$ cat src/rtl/clause_loader.sv
// -----------------------------------------------------------------------------
// clause_loader
//   Fills the clause register bank before a solve. Coefficient words arrive
//   one at a time over a valid/ready stream. Each clause is assembled into an
//   integer vector (NI variables plus bias) and a boolean vector. The loader
//   then drives the shared clause-index/coefficient bus for one cycle so that
//   only the register with the matching identifier captures the clause.
//
// Ports
//   in_clk                        clock, all state on rising edge
//   in_reset                      synchronous active-high reset
//   in_start                      begin a load run (sampled only in IDLE)
//   in_word_valid / in_word       coefficient stream
//   out_word_ready                word accepted this cycle when valid is high
//   out_clause_index              clause identifier being written, 0 = none
//   out_int_clause_coefficients   assembled integer vector (bias in top slice)
//   out_bool_clause_coefficients  assembled boolean vector
//   out_busy                      high in every state except IDLE
//   out_done                      one-cycle pulse after the last clause write
// -----------------------------------------------------------------------------
module clause_loader #(
    parameter int MAXIMUM_BIT_WIDTH_OF_INTEGER_COEFFICIENT = 2,
    parameter int MAXIMUM_BIT_WIDTH_OF_BOOLEAN_COEFFICIENT = 2,
    parameter int NUMBER_OF_INTEGER_VARIABLES              = 2,
    parameter int NUMBER_OF_BOOLEAN_VARIABLES              = 2,
    parameter int NUMBER_OF_CLAUSES                        = 3,
    parameter int MAX_BIT_WIDTH_OF_CLAUSES_INDEX           = 2,
    localparam int IW = MAXIMUM_BIT_WIDTH_OF_INTEGER_COEFFICIENT,
    localparam int BW = MAXIMUM_BIT_WIDTH_OF_BOOLEAN_COEFFICIENT,
    localparam int WW = (IW > BW) ? IW : BW,
    localparam int NI = NUMBER_OF_INTEGER_VARIABLES,
    localparam int NB = NUMBER_OF_BOOLEAN_VARIABLES,
    localparam int CIW = MAX_BIT_WIDTH_OF_CLAUSES_INDEX
) (
    input  logic                 in_clk,
    input  logic                 in_reset,
    input  logic                 in_start,
    input  logic                 in_word_valid,
    input  logic [WW-1:0]        in_word,
    output logic                 out_word_ready,
    output logic [CIW-1:0]       out_clause_index,
    output logic [IW*(NI+1)-1:0] out_int_clause_coefficients,
    output logic [BW*NB-1:0]     out_bool_clause_coefficients,
    output logic                 out_busy,
    output logic                 out_done
);

    localparam int NWORDS = NI + 1 + NB;
    localparam int WCW    = $clog2(NWORDS + 1);

    typedef enum logic [1:0] {
        S_IDLE,
        S_COLLECT,
        S_WRITE,
        S_DONE
    } state_t;

    state_t               r_state;
    state_t               w_next;
    logic [WCW-1:0]       r_word_cnt;
    logic [CIW-1:0]       r_clause_cnt;
    logic [IW*(NI+1)-1:0] r_int;
    logic [BW*NB-1:0]     r_bool;

    logic w_xfer;
    logic w_last;
    logic w_more;

    assign w_xfer = in_word_valid && (r_state == S_COLLECT);
    assign w_last = (r_word_cnt == WCW'(NWORDS - 1));
    assign w_more = (r_clause_cnt < CIW'(NUMBER_OF_CLAUSES));

    // State register
    always_ff @(posedge in_clk) begin
        if (in_reset) r_state <= S_IDLE;
        else          r_state <= w_next;
    end

    // Next-state logic
    always_comb begin
        w_next = r_state;
        case (r_state)
            S_IDLE:    if (in_start) w_next = S_COLLECT;
            S_COLLECT: if (w_xfer && w_last) w_next = S_WRITE;
            S_WRITE:   w_next = w_more ? S_COLLECT : S_DONE;
            S_DONE:    w_next = S_IDLE;
            default:   w_next = S_IDLE;
        endcase
    end

    // Clause and word counters
    always_ff @(posedge in_clk) begin
        if (in_reset) begin
            r_word_cnt   <= '0;
            r_clause_cnt <= '0;
        end else if (r_state == S_IDLE && in_start) begin
            r_word_cnt   <= '0;
            r_clause_cnt <= CIW'(1);
        end else if (w_xfer) begin
            r_word_cnt   <= r_word_cnt + WCW'(1);
        end else if (r_state == S_WRITE && w_more) begin
            r_word_cnt   <= '0;
            r_clause_cnt <= r_clause_cnt + CIW'(1);
        end
    end

    // Word k lands in integer slice k (bias is the last integer word, top
    // slice); the remaining words fill boolean slices low first, truncated.
    always_ff @(posedge in_clk) begin
        if (in_reset) begin
            r_int  <= '0;
            r_bool <= '0;
        end else if (w_xfer) begin
            for (int k = 0; k <= NI; k++)
                if (r_word_cnt == WCW'(k))
                    r_int[k*IW +: IW] <= in_word[IW-1:0];
            for (int j = 0; j < NB; j++)
                if (r_word_cnt == WCW'(NI + 1 + j))
                    r_bool[j*BW +: BW] <= in_word[BW-1:0];
        end
    end

    // Outputs are decodes of registered state; buses hold outside WRITE,
    // which is harmless because the index is 0 there.
    assign out_word_ready               = (r_state == S_COLLECT);
    assign out_clause_index             = (r_state == S_WRITE) ? r_clause_cnt : '0;
    assign out_int_clause_coefficients  = r_int;
    assign out_bool_clause_coefficients = r_bool;
    assign out_busy                     = (r_state != S_IDLE);
    assign out_done                     = (r_state == S_DONE);

endmodule

$ cat config.mk
export PLATFORM = sky130hd
export DESIGN_NAME = clause_loader
export DESIGN_NICKNAME = d
export VERILOG_FILES = /design/src/rtl/clause_loader.sv
export SDC_FILE = /design/constraint.sdc
export NUM_CORES = 1
export LEC_CHECK = 0
export ABC_AREA = 1
export CAP_MARGIN = 25
export CORE_MARGIN = 2
export CORE_UTILIZATION = 50
export CTS_CLUSTER_SIZE = 8
export DETAILED_ROUTE_END_ITERATION = 10
export PLACE_DENSITY = 0.8
export SYNTH_ARGS = -nofsm -noshare
export SYNTH_HDL_FRONTEND = slang
export SYNTH_SLANG_ARGS = --single-unit
$ cat constraint.sdc
create_clock -name in_clk -period 3.2 [get_ports in_clk]
set_input_delay 0.32 -clock in_clk [delete_from_list [all_inputs] [get_ports in_clk]]
set_output_delay 0.32 -clock in_clk [all_outputs]
set_load 0.02 [all_outputs]
==> results.py, run 1 <==
metrics = {
    "global_route": {
        "grt_max_degree": 14,
        "grt_use_total_pct": 18.3,
        "grt_pass1_vias": 625,
        "antenna_found_initial": 0,
        "grt_pass1_wl_mm": 2.67,
        "grt_overflow": 0,
    },
    "detailed_routing": {
        "via_per_inst": 4.54,
        "drt-initial-drc-count": 17,
        "ant_nets": 0,
        "drtPass1Iterations": 4,
        "remaining_drc_errors": 0,
        "wl_mm": 1.60,
        "vias": 786,
        "wire_per_inst_um": 9.24,
    },
    "yosys": {
        "synth_area_um2": 896,
        "ys_ff_latch": 17,
        "synth.distinct_cells": 14,
        "yosys_warnings": 0,
        "synth_nets": 138,
        "syn-instance-count": 126,
        "avgSynthCellArea_um2": 7.11,
        "seq_area_frac_synth_pct": 38.0,
    },
    "setup_path": {
        "worst-r2r-setup-slack_ns": 2.02,
        "slowest_delay_ns": 0.61,
        "cp_slowest_cell": "clkdlybuf4s50_1",
        "worstSetupEndpointType": "output pin",
        "cp.buffers_inverters": 1,
        "required_ns": 2.88,
        "cp_cell_sequence": "nand2_1 > nor2_1 > clkdlybuf4s50_1",
        "cp.depth": 3,
        "cp.arrival_ns": 1.70,
        "worst_setup_path_start_kind": "flop",
        "r2r_cells": 6,
        "cp_max_fo": 9,
        "worstSetupPathType": "flop to output pin",
        "cp_top_family": "buffers and inverters",
    },
    "status": {
        "status": "completed",
    },
    "clock_network": {
        "cts_tree": "done",
        "root_buffer": "clkbuf_4",
        "cts_buffer_depth": 2,
        "cts_made_buffers": 3,
        "hold_buffers": 0,
        "clock_latency_ns": 0.29,
        "cts_setup_buffers": 0,
        "htree_levels": 1,
        "clk_pin_slew_worst_paths_ns": 0.10,
        "cts_sinks": 17,
        "cts.repair.resized": 0,
    },
    "floorplan": {
        "core_area_mm2": 0.00171,
        "die_h_um": 46.3,
        "start_util_pct": 52.5,
        "rows": 15,
        "io_pins": 21,
        "die_area_mm2": 0.00215,
        "die_w_um": 46.3,
    },
    "layout": {
        "final_nets": 161,
        "final_cell_mix": "33 x nand2_1, 26 x nor2_1, 20 x clkdlybuf4s50_1, 18 x inv_1, 17 x dfxtp_1",
        "antenna_cells": 0,
        "syn2layout_area_growth_pct": 26.3,
        "post_route_cells_drive_above_1_share_pct": 8.11,
        "fill_cells": 150,
        "layout_commonest_cell": "nand2_1",
    },
    "sta": {
        "period_share_pct": 63.0,
        "final_max_slew_viol_count": 0,
        "rsz0062_at_grt": "false",
        "setup_tns_ns": 0,
        "setup_violations": 0,
        "period_minus_slack_ns": 2.02,
        "hold_violations": 0,
        "skew_ns": 0.0121,
        "worstMarginPinSlew_ns": 0.378,
        "max-slew-margin-rel_pct": 74.8,
        "fmax_mhz": 496,
    },
    "job": {
        "maxCapViolCount": 0,
    },
    "place": {
        "port_buffers": 20,
        "gp_congestion": 0.784,
        "dpl.hpwl_mm": 1.29,
    },
    "hold_path": {
        "hp-class": "flop to flop",
        "hold_depth": 2,
    },
    "power_and_ir_drop": {
        "design_power_total_uw": 411,
        "pwr_density_cell_mw_per_mm2": 363,
        "p_leak_nw": 0.495,
        "peakVddDrop_uv": 269,
    },
}
==> sequential cells by signal (all words and copies together), names as in the netlist <==
name,cells
r_clause_cnt,2
r_state,2
out_bool_clause_coefficients,4
r_word_cnt,3
out_int_clause_coefficients,6
==> logic make-up (layout without fill, tap and decap cells) <==
group / count (synthesis) / after routing / synth area share [%]
flops: 17 / 17 / 38.0
buf+inv: 22 / 44 / 10.9
compound gates: 8 / 8 / 4.47
simple gates: 73 / 73 / 38.3
fa+ha+maj: 6 / 6 / 8.38
==> cell usage after synthesis <==
cell type,number,area [um^2]
inv_2,2,7.51
nand4_1,2,12.5
ha_1,6,75.1
nor2_4,5,56.3
dfxtp_1,17,340
nand3_2,1,10.0
inv_1,18,67.6
a21oi_1,5,25.0
nor2_1,26,97.6
o21ai_0,3,15.0
nand2_1,33,124
buf_6,2,22.5
nand3_1,5,25.0
nand3_4,1,17.5
==> through the flow <==
stage	std cells	utilization (%)	setup slack [ns]	cell area [um^2]	hold WS, ns
after floorplan	126	-	2.06	896	0.389
after global placement	169	64.7	1.56	1100	0.464
after detailed placement	169	64.7	1.53	1100	0.470
after CTS	173	66.2	1.19	1130	0.491
after global routing	173	66.2	1.06	1130	0.516
final	173	66.2	1.18	1130	0.487
==> tightest hold or removal path, cell delays in order, from the launching register on <==
cell	delay (ns)
dfxtp_1	0.32
nor2_1	0.09
nor2_1	0.05
==> area by class of cell <==
cell class              count  area, um^2  share of cell area [%]
clock buffers               4        26.3                    2.32
inverters                  20        75.1                    6.64
multi-input cells          87         458                    40.5
flip-flops and latches     17         340                    30.1
well taps                  25        31.3                    2.77
repair buffers             20         200                    17.7
==> power by group <==
| part | leakage [nW] | internal [mW] | switching [mW] | total, mW |
|---|---|---|---|---|
| logic | 0.342 | 0.0292 | 0.0417 | 0.0709 |
| clock network | 0.0150 | 0.0484 | 0.0651 | 0.113 |
| registers | 0.138 | 0.218 | 0.00830 | 0.227 |
| total | 0.495 | 0.296 | 0.115 | 0.411 |
==> path summary, 6_finish.rpt <==
path,end,start
max,out_clause_index[0],r_state[1]$_SDFFE_PP0P_
min,out_int_clause_coefficients[4]$_SDFFE_PP0P_,out_int_clause_coefficients[4]$_SDFFE_PP0P_
max reg2reg,r_state[1]$_SDFFE_PP0P_,r_word_cnt[0]$_SDFFE_PP0P_
min reg2reg,out_int_clause_coefficients[4]$_SDFFE_PP0P_,out_int_clause_coefficients[4]$_SDFFE_PP0P_
==> routing by layer <==
layer	part of all wire [%]	track usage [%]	wire (um)
met5	0	0	0
met4	1.3	11.4	21
met3	4.1	3.92	66
met2	52	30.6	839
met1	42	20.9	673
Power figures use the tool's default switching activity.
==> inputs of run 2 (changes only) <==
Settings changed: CORE_UTILIZATION 50 to 43, PLACE_DENSITY 0.8 to 0.73.
Clock period 3.2 ns to 1.79 ns, I/O delays scaled along.
==> run 2 against run 1 <==
Effect of this change:
- sequential cell count is the same
- die area grew 15%
- routed wire length shrank 2.9%
- sequential power grew 78%
- sequential share of layout area is essentially flat
- power grew 78%
- largest cell class unchanged
- highest routed layer unchanged
==> results.py, run 2 (synthesis results as in run 1) <==
metrics = {
    "status": {
        "status": "completed",
    },
    "hold_path": {
        "hp-class": "primary input to flop",
    },
    "clock_network": {
        "clk_pin_slew_worst_paths_ns": 0.09,
        "root_buffer": "clkbuf_4",
        "htree_levels": 1,
        "cts_buffer_depth": 2,
        "clock_latency_ns": 0.28,
        "cts_tree": "done",
        "cts_made_buffers": 3,
        "cts_sinks": 17,
    },
    "setup_path": {
        "worst_setup_path_start_kind": "flop",
        "cp.arrival_ns": 1.51,
        "cp.buffers_inverters": 2,
        "cp_slowest_cell": "clkdlybuf4s50_1",
        "cp_max_fo": 6,
        "required_ns": 1.61,
        "slowest_delay_ns": 0.62,
        "cp_top_family": "buffers and inverters",
        "worstSetupPathType": "flop to output pin",
        "worstSetupEndpointType": "output pin",
        "cp_cell_sequence": "inv_2 > nor2_4 > clkdlybuf4s50_1",
    },
    "layout": {
        "largest_reg_flops": 6,
        "design_area_mm2": 0.00114,
        "post_route_cells_drive_above_1_share_pct": 9.46,
        "layout_commonest_cell": "nand2_1",
        "antenna_cells": 0,
        "fin_util_pct": 58.2,
        "fin_cells": 175,
        "syn2layout_area_growth_pct": 27.4,
        "final_cell_mix": "33 x nand2_1, 26 x nor2_1, 18 x inv_1, 18 x clkdlybuf4s50_1, 15 x dfxtp_1",
        "final_nets": 161,
    },
    "power_and_ir_drop": {
        "p_leak_nw": 0.533,
        "peakVddDrop_uv": 340,
        "design_power_total_uw": 731,
        "pwr_density_cell_mw_per_mm2": 641,
    },
    "sta": {
        "final_max_slew_viol_count": 0,
        "fin_ws_ns": 0.102,
        "setup_tns_ns": 0,
        "hold_violations": 0,
        "max-slew-margin-rel_pct": 75.0,
        "period_minus_slack_ns": 1.69,
        "whs_ns": 0.445,
        "rsz0062_at_grt": "false",
        "fmax_mhz": 592,
        "period_share_pct": 94.3,
        "setup_violations": 0,
        "worstMarginPinSlew_ns": 0.375,
        "skew_ns": 0.00326,
    },
    "floorplan": {
        "start_util_pct": 45.7,
        "core_area_mm2": 0.00196,
        "die_area_mm2": 0.00246,
        "rows": 16,
        "die_h_um": 49.6,
        "io_pins": 21,
        "die_w_um": 49.6,
    },
    "global_route": {
        "grt_overflow": 0,
        "grt_pass1_vias": 649,
        "antenna_found_initial": 0,
        "grt_use_total_pct": 14.6,
        "grt_max_degree": 14,
        "grt_pass1_wl_mm": 2.78,
    },
    "detailed_routing": {
        "ant_nets": 0,
        "drt-initial-drc-count": 11,
        "drtPass1Iterations": 4,
        "wl_mm": 1.55,
        "vias": 785,
        "wire_per_inst_um": 8.87,
        "via_per_inst": 4.49,
        "remaining_drc_errors": 0,
    },
    "place": {
        "dpl.cell_count": 171,
        "dpl_cell_area_mm2": 0.00111,
        "gp_congestion": 0.760,
        "dpl.hpwl_mm": 1.24,
        "port_buffers": 20,
        "place_ws_ns": 0.250,
    },
    "job": {
        "maxCapViolCount": 0,
    },
}
[run 2: cell types whose count changed in the layout (fill, tap and decap cells not counted)]
cell             delta
dfxtp_2             +2
dlymetal6s2s_1      +2
dfxtp_1             -2
clkdlybuf4s50_1     -2
[run 2: what timing repair did]
action	4_1_cts	5_1_grt
endpoints found under the setup margin	3	3
hold buffers	0	0
endpoints found under the hold margin	0	0
gates resized for setup	1	3
setup buffers	0	0
[run 2: power breakdown]
group / internal [mW] / total (mW) / leakage [nW] / switching, mW
sequential: 0.391 / 0.405 / 0.139 / 0.0140
combinational: 0.0521 / 0.127 / 0.379 / 0.0746
clock: 0.0865 / 0.199 / 0.0150 / 0.112
total: 0.530 / 0.731 / 0.533 / 0.201
[run 2: routing by layer]
layer | track usage, % | vias up | routed length [um]
met4 | 6.48 | 0 | 15
met5 | 0 | - | 0
li1 | - | 431 | -
met2 | 22.9 | 15 | 779
met1 | 18.5 | 337 | 694
met3 | 3.94 | 2 | 62
[run 2: final cells by class]
type | instances | area [um^2]
clock buffers | 4 | 26.3
fillers | 200 | 821
inverters | 20 | 75.1
multi-input cells | 87 | 458
flip-flops and latches | 17 | 343
well taps | 27 | 33.8
repair buffers | 20 | 205
[run 2: worst reg2reg max path, delay by kind of cell, from the launching register on]
| kind | cells | cell delay, ns |
|---|---|---|
| compound gates | 1 | 0.26 |
| fa+ha+maj | 1 | 0.18 |
| buf+inv | 2 | 0.18 |
| flops | 1 | 0.36 |
| simple gates | 2 | 0.21 |
[run 2: worst paths after layout]
| kind | start | to | slack, ns | cells past startpoint |
|---|---|---|---|---|
| min reg2reg | out_bool_clause_coefficients[3]$_SDFFE_PP0P_ | out_bool_clause_coefficients[3]$_SDFFE_PP0P_ | 0.49 | 2 |
| min | in_reset | r_state[0]$_SDFFE_PP0P_ | 0.45 | 2 |
| max reg2reg | r_word_cnt[0]$_SDFFE_PP0P_ | r_state[1]$_SDFFE_PP0P_ | 0.54 | 6 |
| max | r_state[0]$_SDFFE_PP0P_ | out_word_ready | 0.10 | 3 |
==> inputs of run 3 (changes only) <==
Settings changed: CORE_MARGIN 2 to 1, SKIP_CTS_REPAIR_TIMING set to 1.
==> run 3 against run 2 <==
Effect of this change:
- sequential power hardly changed
- worst setup slack worse by 0.0027 ns
- sequential share of layout area stayed put
- non-clock buffer count stayed put
- routed wire length is 1.9% higher
- critical path depth stayed put
- sequential cell count stayed put
==> results.py, run 3 (synthesis results as in run 1) <==
metrics = {
    "place": {
        "dpl.hpwl_mm": 1.24,
        "port_buffers": 20,
        "dpl_cell_area_mm2": 0.00111,
        "gp_congestion": 0.801,
    },
    "setup_path": {
        "required_ns": 1.61,
        "worstSetupEndpointType": "output pin",
        "worstSetupPathType": "flop to output pin",
        "worst_setup_path_start_kind": "flop",
        "cp.arrival_ns": 1.51,
        "cp_max_fo": 6,
    },
    "detailed_routing": {
        "remaining_drc_errors": 0,
        "ant_nets": 0,
        "wire_per_inst_um": 9.04,
        "drtPass1Iterations": 4,
        "vias": 755,
        "drt-initial-drc-count": 7,
        "wl_mm": 1.58,
        "via_per_inst": 4.31,
    },
    "global_route": {
        "grt_max_degree": 14,
        "grt_pass1_vias": 605,
        "antenna_found_initial": 0,
        "grt_use_total_pct": 16.1,
        "grt_overflow": 0,
        "grt_pass1_wl_mm": 2.50,
    },
    "floorplan": {
        "start_util_pct": 45.7,
        "io_pins": 21,
        "die_area_mm2": 0.00227,
        "die_w_um": 47.6,
        "rows": 16,
        "die_h_um": 47.6,
        "core_area_mm2": 0.00196,
    },
    "clock_network": {
        "cts_tree": "done",
        "htree_levels": 1,
        "root_buffer": "clkbuf_4",
        "cts_made_buffers": 3,
        "cts_buffer_depth": 2,
        "clk_pin_slew_worst_paths_ns": 0.10,
        "cts_sinks": 17,
        "clock_latency_ns": 0.28,
    },
    "power_and_ir_drop": {
        "peakVddDrop_uv": 386,
        "p_leak_nw": 0.533,
        "pwr_density_cell_mw_per_mm2": 646,
        "design_power_total_uw": 737,
    },
    "sta": {
        "fmax_mhz": 592,
        "setup_violations": 0,
        "period_share_pct": 94.4,
        "max-slew-margin-rel_pct": 74.0,
        "skew_ns": 0.00484,
        "worstMarginPinSlew_ns": 0.389,
        "whs_ns": 0.451,
        "period_minus_slack_ns": 1.69,
        "hold_violations": 0,
        "rsz0062_at_grt": "false",
        "final_max_slew_viol_count": 0,
    },
    "layout": {
        "syn2layout_area_growth_pct": 27.4,
        "largest_reg_flops": 6,
        "final_nets": 161,
        "layout_commonest_cell": "nand2_1",
        "final_cell_mix": "33 x nand2_1, 26 x nor2_1, 18 x inv_1, 18 x clkdlybuf4s50_1, 15 x dfxtp_1",
        "post_route_cells_drive_above_1_share_pct": 9.46,
        "ff_latch_area_um2": 343,
        "design_area_mm2": 0.00114,
        "antenna_cells": 0,
        "fill_cells": 201,
        "multiInputGateArea_um2": 458,
    },
    "status": {
        "status": "completed",
    },
    "job": {
        "maxCapViolCount": 0,
    },
    "hold_path": {
        "hp-class": "primary input to flop",
    },
}
-- run 3: worst max-delay path, cell delays in order (launching register included) --
cell and delay [ns]:
dfxtp_2 0.40, inv_2 0.09, nor2_4 0.13, clkdlybuf4s50_1 0.62
-- run 3: routing by layer --
metal	track usage [%]	part of all wire, %	up-vias
met5	0	0	-
met4	6.67	1.1	0
met3	3.40	2.1	2
met2	28.2	51	8
met1	18.9	45	319
li1	-	-	426
-- run 3: cell type report --
class | instances | share of cell area (%)
Sequential cell | 17 | 30.0
Timing Repair Buffer | 20 | 18.0
Inverter | 20 | 6.58
Multi-Input combinational cell | 87 | 40.1
Tap cell | 27 | 2.96
Clock buffer | 4 | 2.30
-- run 3: path summary, 6_finish.rpt --
path / startpoint / to / slack (ns) / cells after the start
worst min register to register: out_int_clause_coefficients[0]$_SDFFE_PP0P_ / out_int_clause_coefficients[0]$_SDFFE_PP0P_ / 0.49 / 2
worst max-delay path: r_state[0]$_SDFFE_PP0P_ / out_word_ready / 0.1 / 3
worst min-delay path: in_reset / r_state[0]$_SDFFE_PP0P_ / 0.45 / 2
worst max register to register: r_word_cnt[0]$_SDFFE_PP0P_ / r_state[1]$_SDFFE_PP0P_ / 0.59 / 6
-- run 3: report_power, final --
group | switching [mW] | total (mW) | internal [mW] | leakage, nW
Combinational | 0.0744 | 0.127 | 0.0522 | 0.379
Clock | 0.118 | 0.205 | 0.0864 | 0.0150
Sequential | 0.0138 | 0.405 | 0.391 | 0.139
-- run 3: metrics by stage --
stage | instances | setup slack, ns | utilization [%] | setup TNS [ns]
floorplan | 126 | 0.738 | - | 0
global placement | 171 | 0.284 | 56.4 | 0
detailed placement | 171 | 0.257 | 56.4 | 0
CTS | 175 | -0.0661 | 57.8 | -0.129
global route | 175 | 0.0304 | 58.2 | 0
finish | 175 | 0.0995 | 58.2 | 0
